## src/rtl/conv_window_scheduler_if.sv

```systemverilog
// Handshake and address bus between the convolution window scheduler,
// the layer controller, the MAC datapath and the downstream result writer.
interface conv_window_scheduler_if #(
    parameter int ADDR_W    = 16,
    parameter int WIDTH_BIT = 8
);
    logic                 start;
    logic                 out_ready;
    logic                 busy;
    logic                 done;
    logic                 acc_clr;
    logic                 mac_en;
    logic [ADDR_W-1:0]    in_addr;
    logic [ADDR_W-1:0]    k_addr;
    logic                 out_valid;
    logic [WIDTH_BIT-1:0] out_row;
    logic [WIDTH_BIT-1:0] out_col;

    modport master (
        input  start,
        input  out_ready,
        output busy,
        output done,
        output acc_clr,
        output mac_en,
        output in_addr,
        output k_addr,
        output out_valid,
        output out_row,
        output out_col
    );

    modport slave (
        output start,
        output out_ready,
        input  busy,
        input  done,
        input  acc_clr,
        input  mac_en,
        input  in_addr,
        input  k_addr,
        input  out_valid,
        input  out_row,
        input  out_col
    );
endinterface

```

## src/rtl/conv_window_scheduler.sv

```systemverilog
// Walks every output window and kernel tap of one convolution pass, issuing
// memory addresses and MAC strobes, then hands each window to the writer.
module conv_window_scheduler #(
    parameter int IMG_ROWS  = 4,
    parameter int IMG_COLS  = 4,
    parameter int K_SIZE    = 3,
    parameter int STRIDE    = 1,
    parameter int WIDTH_BIT = 8,
    parameter int ADDR_W    = 16
) (
    input  logic                    clock,
    input  logic                    nreset,
    conv_window_scheduler_if.master bus
);
    localparam logic [31:0] OUT_R    = 32'((IMG_ROWS - K_SIZE) / STRIDE + 1);
    localparam logic [31:0] OUT_C    = 32'((IMG_COLS - K_SIZE) / STRIDE + 1);
    localparam logic [31:0] K_LAST   = 32'(K_SIZE - 1);
    localparam logic [63:0] STRIDE_W = 64'(STRIDE);
    localparam logic [63:0] COLS_W   = 64'(IMG_COLS);
    localparam logic [63:0] KSIZE_W  = 64'(K_SIZE);

    typedef enum logic [2:0] {
        IDLE,
        CLEAR,
        MAC,
        EMIT,
        DONE
    } state_t;

    state_t      state;
    logic [31:0] r;
    logic [31:0] c;
    logic [31:0] ki;
    logic [31:0] kj;

    // Addresses are formed at 64 bits and only narrowed when registered.
    function automatic logic [ADDR_W-1:0] feat_addr(input logic [31:0] rr, input logic [31:0] cc,
                                                    input logic [31:0] ii, input logic [31:0] jj);
        logic [63:0] full;
        full = ((64'(rr) * STRIDE_W) + 64'(ii)) * COLS_W + (64'(cc) * STRIDE_W) + 64'(jj);
        return ADDR_W'(full);
    endfunction

    function automatic logic [ADDR_W-1:0] tap_addr(input logic [31:0] ii, input logic [31:0] jj);
        logic [63:0] full;
        full = 64'(ii) * KSIZE_W + 64'(jj);
        return ADDR_W'(full);
    endfunction

    // Every output is computed for the state being entered, so all strobes,
    // addresses and positions come straight from flops.
    always_ff @(posedge clock) begin
        if (!nreset) begin
            state         <= IDLE;
            r             <= '0;
            c             <= '0;
            ki            <= '0;
            kj            <= '0;
            bus.busy      <= 1'b0;
            bus.done      <= 1'b0;
            bus.acc_clr   <= 1'b0;
            bus.mac_en    <= 1'b0;
            bus.in_addr   <= '0;
            bus.k_addr    <= '0;
            bus.out_valid <= 1'b0;
            bus.out_row   <= '0;
            bus.out_col   <= '0;
        end else begin
            case (state)
                IDLE: begin
                    if (bus.start) begin
                        state       <= CLEAR;
                        r           <= '0;
                        c           <= '0;
                        ki          <= '0;
                        kj          <= '0;
                        bus.busy    <= 1'b1;
                        bus.acc_clr <= 1'b1;
                    end
                end

                CLEAR: begin
                    state       <= MAC;
                    ki          <= '0;
                    kj          <= '0;
                    bus.acc_clr <= 1'b0;
                    bus.mac_en  <= 1'b1;
                    bus.in_addr <= feat_addr(r, c, 32'd0, 32'd0);
                    bus.k_addr  <= tap_addr(32'd0, 32'd0);
                end

                // Taps run row-major through the kernel; the last tap hands over to EMIT.
                MAC: begin
                    if (kj == K_LAST) begin
                        if (ki == K_LAST) begin
                            state         <= EMIT;
                            bus.mac_en    <= 1'b0;
                            bus.out_valid <= 1'b1;
                            bus.out_row   <= WIDTH_BIT'(r);
                            bus.out_col   <= WIDTH_BIT'(c);
                        end else begin
                            ki          <= ki + 32'd1;
                            kj          <= '0;
                            bus.in_addr <= feat_addr(r, c, ki + 32'd1, 32'd0);
                            bus.k_addr  <= tap_addr(ki + 32'd1, 32'd0);
                        end
                    end else begin
                        kj          <= kj + 32'd1;
                        bus.in_addr <= feat_addr(r, c, ki, kj + 32'd1);
                        bus.k_addr  <= tap_addr(ki, kj + 32'd1);
                    end
                end

                // Everything holds while the writer stalls.
                EMIT: begin
                    if (bus.out_ready) begin
                        bus.out_valid <= 1'b0;
                        if ((r == OUT_R - 32'd1) && (c == OUT_C - 32'd1)) begin
                            state    <= DONE;
                            bus.done <= 1'b1;
                        end else begin
                            state       <= CLEAR;
                            bus.acc_clr <= 1'b1;
                            if (c == OUT_C - 32'd1) begin
                                c <= '0;
                                r <= r + 32'd1;
                            end else begin
                                c <= c + 32'd1;
                            end
                        end
                    end
                end

                DONE: begin
                    state    <= IDLE;
                    r        <= '0;
                    c        <= '0;
                    bus.done <= 1'b0;
                    bus.busy <= 1'b0;
                end

                default: begin
                    state         <= IDLE;
                    bus.busy      <= 1'b0;
                    bus.done      <= 1'b0;
                    bus.acc_clr   <= 1'b0;
                    bus.mac_en    <= 1'b0;
                    bus.out_valid <= 1'b0;
                end
            endcase
        end
    end
endmodule

```

## src/flat_wrapper.sv

```systemverilog
// flat-port wrapper written by rule: the top's interface ports become plain ports
module conv_window_scheduler_flat 
#(
    parameter int IMG_ROWS  = 4,
    parameter int IMG_COLS  = 4,
    parameter int K_SIZE    = 3,
    parameter int STRIDE    = 1,
    parameter int WIDTH_BIT = 8,
    parameter int ADDR_W    = 16
)
  (clock, nreset, bus_start, bus_out_ready, bus_busy, bus_done, bus_acc_clr, bus_mac_en, bus_in_addr, bus_k_addr, bus_out_valid, bus_out_row, bus_out_col);
  conv_window_scheduler_if #(.ADDR_W(ADDR_W), .WIDTH_BIT(WIDTH_BIT)) bus_i ();
  input  logic clock;
  input  logic nreset;
  input wire logic [$bits(bus_i.start)-1:0] bus_start;
  input wire logic [$bits(bus_i.out_ready)-1:0] bus_out_ready;
  output wire logic [$bits(bus_i.busy)-1:0] bus_busy;
  output wire logic [$bits(bus_i.done)-1:0] bus_done;
  output wire logic [$bits(bus_i.acc_clr)-1:0] bus_acc_clr;
  output wire logic [$bits(bus_i.mac_en)-1:0] bus_mac_en;
  output wire logic [$bits(bus_i.in_addr)-1:0] bus_in_addr;
  output wire logic [$bits(bus_i.k_addr)-1:0] bus_k_addr;
  output wire logic [$bits(bus_i.out_valid)-1:0] bus_out_valid;
  output wire logic [$bits(bus_i.out_row)-1:0] bus_out_row;
  output wire logic [$bits(bus_i.out_col)-1:0] bus_out_col;
  assign bus_i.start = bus_start;
  assign bus_i.out_ready = bus_out_ready;
  assign bus_busy = bus_i.busy;
  assign bus_done = bus_i.done;
  assign bus_acc_clr = bus_i.acc_clr;
  assign bus_mac_en = bus_i.mac_en;
  assign bus_in_addr = bus_i.in_addr;
  assign bus_k_addr = bus_i.k_addr;
  assign bus_out_valid = bus_i.out_valid;
  assign bus_out_row = bus_i.out_row;
  assign bus_out_col = bus_i.out_col;
  conv_window_scheduler #(.IMG_ROWS(IMG_ROWS), .IMG_COLS(IMG_COLS), .K_SIZE(K_SIZE), .STRIDE(STRIDE), .WIDTH_BIT(WIDTH_BIT), .ADDR_W(ADDR_W)) u_core (.clock(clock), .nreset(nreset), .bus(bus_i));
endmodule
```

## config.mk

```make
export PLATFORM = sky130hd
export DESIGN_NAME = conv_window_scheduler_flat
export DESIGN_NICKNAME = d
export VERILOG_FILES = /design/src/rtl/conv_window_scheduler_if.sv /design/src/rtl/conv_window_scheduler.sv /design/src/flat_wrapper.sv
export SDC_FILE = /design/constraint.sdc
export NUM_CORES = 1
export LEC_CHECK = 0
export BUFFER_PORTS_ARGS = -buffer_cell sky130_fd_sc_hd__buf_4
export CAP_MARGIN = 10
export CORE_MARGIN = 3
export CORE_UTILIZATION = 40
export CTS_BUF_LIST = sky130_fd_sc_hd__clkbuf_8
export DETAILED_ROUTE_END_ITERATION = 6
export PLACE_DENSITY = 0.63
export SLEW_MARGIN = 10
export SYNTH_ARGS = -nofsm -noshare
export SYNTH_HDL_FRONTEND = slang
export SYNTH_SLANG_ARGS = --single-unit
```

## constraint.sdc

```tcl
create_clock -name clock -period 5.7 [get_ports clock]
set_clock_uncertainty 0.05 [all_clocks]
set_input_delay 0.855 -clock clock [delete_from_list [all_inputs] [get_ports clock]]
set_output_delay 0.855 -clock clock [all_outputs]
set_load 0.02 [all_outputs]
```

* After elaboration in Yosys (flattened, before gate mapping)
Index checks and enable logic that the tools add are counted.
Operators by class: add/subtract/negate cells 11, multiply operators 2, eq/ne operators 17, muxes and demuxes 42, bitwise gates (word level) 5, reductions and logical operators 22
Operator list (count):
- $pmux 32 s3 | 4
- $mux 32 | 11
- $add 32x1->32 const B | 4
- $add 16x16->16 | 5
- $eq 32x1->1 const B | 2
- $eq 32x2->1 const B | 2
- $mul 32x2->16 const B | 2
- $mux 16 | 4
- $pmux 16 s2 | 2
- $add 14x14->14 | 2
- $reduce_and 4->1 | 5
- $mux 3 | 5
- $pmux 3 s4 | 1
- $reduce_and 3->1 | 4
- $reduce_or 3->1 | 4
- $mux 1 | 10
- $pmux 1 s3 | 3
- $ne 2x1->1 const B | 4
- $ne 2x2->1 const B | 4
- $eq 3x2->1 const B | 2
- $reduce_bool 3->1 | 2
- $not 1->1 | 5
- $reduce_and 5->1 | 1
- $pmux 1 s2 | 2
- other kinds (8) | 9
Storage, ports and cells: flip-flop bits (word level) 184, input bits 4, output and inout bits 53

* Depth between registers and ports, before layout
depth after elaboration 6, mapped depth 22

* Worst setup path after synthesis
OpenSTA, ideal clock, no wires.
kind reg-to-reg, start register u_core.r[0], end register u_core.bus.in_addr[15], setup time 0.120 ns, arrival 4.254 ns, path slack 1.277 ns, cell stages (with the launch flop) 23, buffers on the path 0, period minus slack after synthesis 4.423 ns, cell sequence dfxtp_1 -> ha_1 -> inv_1 -> fa_1 -> nor2b_1 -> o21ai_0 -> a21boi_0 -> o21ai_0 -> a21boi_0 -> o21ai_0 -> a21o_1 -> a21oi_1 -> xor2_1 -> fa_1 -> xnor2_1 -> xnor2_1 -> xnor3_1 -> or3_1 -> o31a_1 -> nand3_2 -> xnor2_1 -> nor2_1 -> o31a_1
Between the ends: cells in the longest elaborated chain, start to end 5, elaborated cells between the ends (all ways) 9, those cells by class add/sub: 6; mux: 3
RTL lines:
- start, declared | RTL line conv_window_scheduler.sv:31 | logic [31:0] r;
- start signal, assigned | RTL line conv_window_scheduler.sv:126 | r <= r + 32'd1;
- $add 14x14->14 | RTL line conv_window_scheduler.sv:40 | full = ((64'(rr) * STRIDE_W) + 64'(ii)) * COLS_W + (64'(cc) * STRIDE_W) + 64'(jj);
- $add 16x16->16 | RTL line conv_window_scheduler.sv:40
- $add 16x16->16 or $mux 16 (tied branches) | RTL line conv_window_scheduler.sv:40, conv_window_scheduler.sv:95
- $mux 16 | RTL line conv_window_scheduler.sv:94 | if (kj == K_LAST) begin
- $pmux 16 s2 (*) | RTL line conv_window_scheduler.sv:69 | case (state)
- end signal, assigned | RTL line conv_window_scheduler.sv:88 | bus.in_addr <= feat_addr(r, c, 32'd0, 32'd0);
- end signal, assigned | RTL line conv_window_scheduler.sv:104 | bus.in_addr <= feat_addr(r, c, ki + 32'd1, 32'd0);
- end signal, assigned | RTL line conv_window_scheduler.sv:109 | bus.in_addr <= feat_addr(r, c, ki, kj + 32'd1);
- end, declared | RTL line conv_window_scheduler_if.sv:26 | output in_addr,
Every way passes the cells marked *; elsewhere a longest branch is shown, timed or not. The select of a mux whose other input is x is not followed. A chain may end at the register's enable or synchronous reset.

* Worst setup path in the final report
start register u_core.ki[0], end register u_core.bus.in_addr[15]
Between the ends: cells in the longest elaborated chain, start to end 6, elaborated cells between the ends (all ways) 12, those cells by class add/sub: 6; eq/ne: 2; mux: 3; reduce/logical: 1
RTL lines:
- start, declared | RTL line conv_window_scheduler.sv:33 | logic [31:0] ki;
- start signal, assigned | RTL line conv_window_scheduler.sv:102 | ki <= ki + 32'd1;
- $add 32x1->32
- $add 14x14->14 | RTL line conv_window_scheduler.sv:40
- $add 16x16->16 | RTL line conv_window_scheduler.sv:40
- $mux 16 | RTL line conv_window_scheduler.sv:95 | if (ki == K_LAST) begin
- $mux 16 | RTL line conv_window_scheduler.sv:94
- $pmux 16 s2 | RTL line conv_window_scheduler.sv:69
Several ways; a longest one is shown, not always the timed one. The select of a mux whose other input is x is not followed.

==> results.json <==
{
  "crit_chain": "ha_1, nand2_1, xnor2_1, ha_1, a21boi_0, o21ai_0, a21boi_0, o21ai_0, a21oi_1, nor2_1, xnor2_1, ha_1, o21ai_0, o21ai_0, o41ai_1, xnor2_1, xnor2_1, nor2_1, o31a_1",
  "cts-resized-gates": 0,
  "synth_top_cells_by_count": "nor2_1, dfxtp_1, ha_1, nand2_1, a21oi_1",
  "globalRouteOverflowTotal": 0,
  "setup_tns_ps": 0,
  "critPathRequiredTime_ps": 6050,
  "die-area_sq_mm": 0.0364,
  "leakage_power_nw": 6.45,
  "power_per_cell_area_mw_per_mm2": 190,
  "yosysMostFrequentCell": "nor2_1",
  "cts-htree-levels": 4,
  "ctsLongestPathBuffers": 2,
  "detailedRoute.firstPassIterationCount": 5,
  "cts_tree": "built",
  "detail_route.iter0.violations": 776,
  "ys.flop_type": "dfxtp_1",
  "yosys.area.top_type": "dfxtp_1",
  "dp_hpwl_um": 28900,
  "seq_area_frac_synth_pct": 27.0,
  "hold_viol": 0,
  "post_synthesis_cell_area_sq_mm": 0.0136,
  "timing.final.crit_share_pct": 87.3,
  "timing.final.max_slew_violations": 0,
  "floorplan.io_pins": 57,
  "cp_data_arrival_time_ps": 5330,
  "max_cap_violations": 0,
  "floorplan.die.height_um": 191,
  "cts_inserted_buffers": 17,
  "synthCells": 1696,
  "postLayoutCellArea_sq_mm": 0.0149,
  "synth_enable_flop_cells": 0,
  "grt_start_max_net_pins": 61,
  "clk_pin_slew_worst_paths_ps": 100,
  "drt-wirelength-per-cell_um": 17.4,
  "layout-area-overhead-vs-synth_pct": 9.07,
  "crit_path_top_delay_cell": "dfxtp_1",
  "initial_core_util_pct": 41.3,
  "ys.warnings.count": 0,
  "worstHoldPathType": "flip-flop to flip-flop",
  "antenna_cells": 0,
  "post_layout_nonfiller_instances": 2177,
  "dr_total_vias": 12000,
  "grt_pass1_vias": 11400,
  "viasPerCell": 5.53,
  "path_depth": 19,
  "clockRootBuffer": "clkbuf_8",
  "critical_path.startpoint_type": "flip-flop",
  "maxClockFrequency_ghz": 0.201,
  "critical_path.max_fanout": 11,
  "core-area_sq_mm": 0.0330,
  "cts_hold_buf": 0,
  "vdd_drop_max_v": 0.000179,
  "share_of_final_layout_standard_cells_stronger_than_drive_strength_1_pct": 7.03,
  "class_of_the_most_critical_setup_path": "flip-flop to flip-flop",
  "syn-mean-instance-area_sq_um": 8.04,
  "final_core_occ_pct": 45.0,
  "worstSetupEndpointType": "flip-flop",
  "synth_fp_nets": 1862,
  "global_route_wire_length_before_repair_um": 60300,
  "cts_sinks": 184,
  "outcome": "complete, no violations",
  "synth_async_sr_flop_share_pct": 0,
  "report.final.setup_viol": 0,
  "grt_setup_unrepaired": "no",
  "whs_path_depth": 2,
  "post_synth_num_cell_types": 69,
  "grt_use_total_pct": 21.0,
  "timing.critical_path.max_delay_family": "compound AO/OA/AOI/OAI gates",
  "detail_route.drc_violations": 0,
  "synth_top_area_share_pct": 27.0,
  "number_of_antenna_violations_at_the_first_check_in_global_routing": 0,
  "post-cts-setup-buffer-count": 0,
  "chipWidth_um": 191,
  "port-buffer-count": 56,
  "placementRows": 66,
  "placement.cell_area_sq_mm": 0.0145,
  "buffer_and_inverter_count_on_the_worst_path": 0,
  "ys_ff_latch": 184,
  "worstSkewPairLatency_ps": 500,
  "final_nets": 1889,
  "fillers": 3326,
  "placedCellCount": 2145,
  "fin_worst_hold_slack_ps": 406,
  "totalWireLength_um": 37900,
  "r2r_cells": 19,
  "worst_pin_slew_ps": 1070,
  "ys_top_cells_by_area": "dfxtp_1, ha_1, nor2_1",
  "gpl.final_weighted_congestion": 0.864,
  "drtAntennaViolNets": 0,
  "period_minus_slack_ps": 4980,
  "relSlewSlack_pct": 28.4,
  "cp_slowest_stage_delay_ps": 580
}
logic make-up after synthesis:
kind of cell    count (synthesis)  synth area share, %
xor+xnor                      190                 12.3
simple gates                  633                 22.5
mux                            11                0.807
compound gates                351                 15.9
buf+inv                       165                 4.81
flops                         184                 27.0
fa+ha+maj                     162                 16.7
area by class of cell:
class                      count  area (sq um)  share of cell area [%]
clock buffer                  17           234                    1.57
clock inverter                14           160                    1.08
inverter                     103           387                    2.60
multi-input combinational   1347          9330                    62.7
sequential                   184          3680                    24.8
tap                          442           553                    3.72
timing repair buffer          70           533                    3.58
worst min-delay path: stages, from the launching register on:
cell and delay (ps):
dfxtp_1 320, nand2_1 50, a21oi_1 50
stage by stage:
stage	power [W]	setup slack (ps)
final	0.00283	722
after global routing	0.00295	273
after CTS	0.00285	725
after detailed placement	0.00192	745
after global placement	0.00191	824
after floorplan	0.00171	1280
worst paths after layout:
| check | slack (ps) | end | start |
|---|---|---|---|
| setup / recovery | 720 | u_core.bus.in_addr[15] | u_core.ki[0] |
| hold / removal | 410 | u_core.bus.k_addr[12] | u_core.bus.k_addr[12] |
| setup reg to reg | 720 | u_core.bus.in_addr[15] | u_core.ki[0] |
| hold reg to reg | 410 | u_core.bus.k_addr[12] | u_core.bus.k_addr[12] |
state kept, by name, indices dropped and copies added, names as in the netlist:
| signal | cells |
|---|---|
| u_core.c | 32 |
| u_core.ki | 32 |
| u_core.kj | 32 |
| u_core.r | 32 |
| u_core.bus.in_addr | 16 |
| u_core.bus.k_addr | 16 |
| u_core.bus.out_col | 8 |
| u_core.bus.out_row | 8 |
| u_core.state | 3 |
| u_core.bus.acc_clr | 1 |
| u_core.bus.busy | 1 |
| u_core.bus.done | 1 |
| u_core.bus.mac_en | 1 |
| u_core.bus.out_valid | 1 |
power by group:
part | internal (W) | total, W | leakage (nW) | switching [W]
registers | 0.00133 | 0.00137 | 1.49 | 0.0000468
clock network | 0.000427 | 0.000936 | 0.196 | 0.000510
logic | 0.000146 | 0.000519 | 4.77 | 0.000372
total | 0.00190 | 0.00283 | 6.45 | 0.000929
cell usage in the layout, fill, tap and decap left out, types with 44 or more instances in the layout:
cell,n
dfxtp_1,184
inv_1,104
ha_1,129
o21ai_0,79
nor2_1,224
nand2_1,118
nand3_1,66
a21oi_1,112
buf_4,69
xor2_1,94
xnor2_1,95
nor3_1,44
per-layer routing:
layer	vias up	GRT usage (%)	routed length (um)
met5	-	0	0
met3	56	3.20	1990
li1	5993	-	-
met2	277	34.9	17400
met1	5722	28.0	17500
met4	0	6.89	991
(Power assumes the default switching activity.)
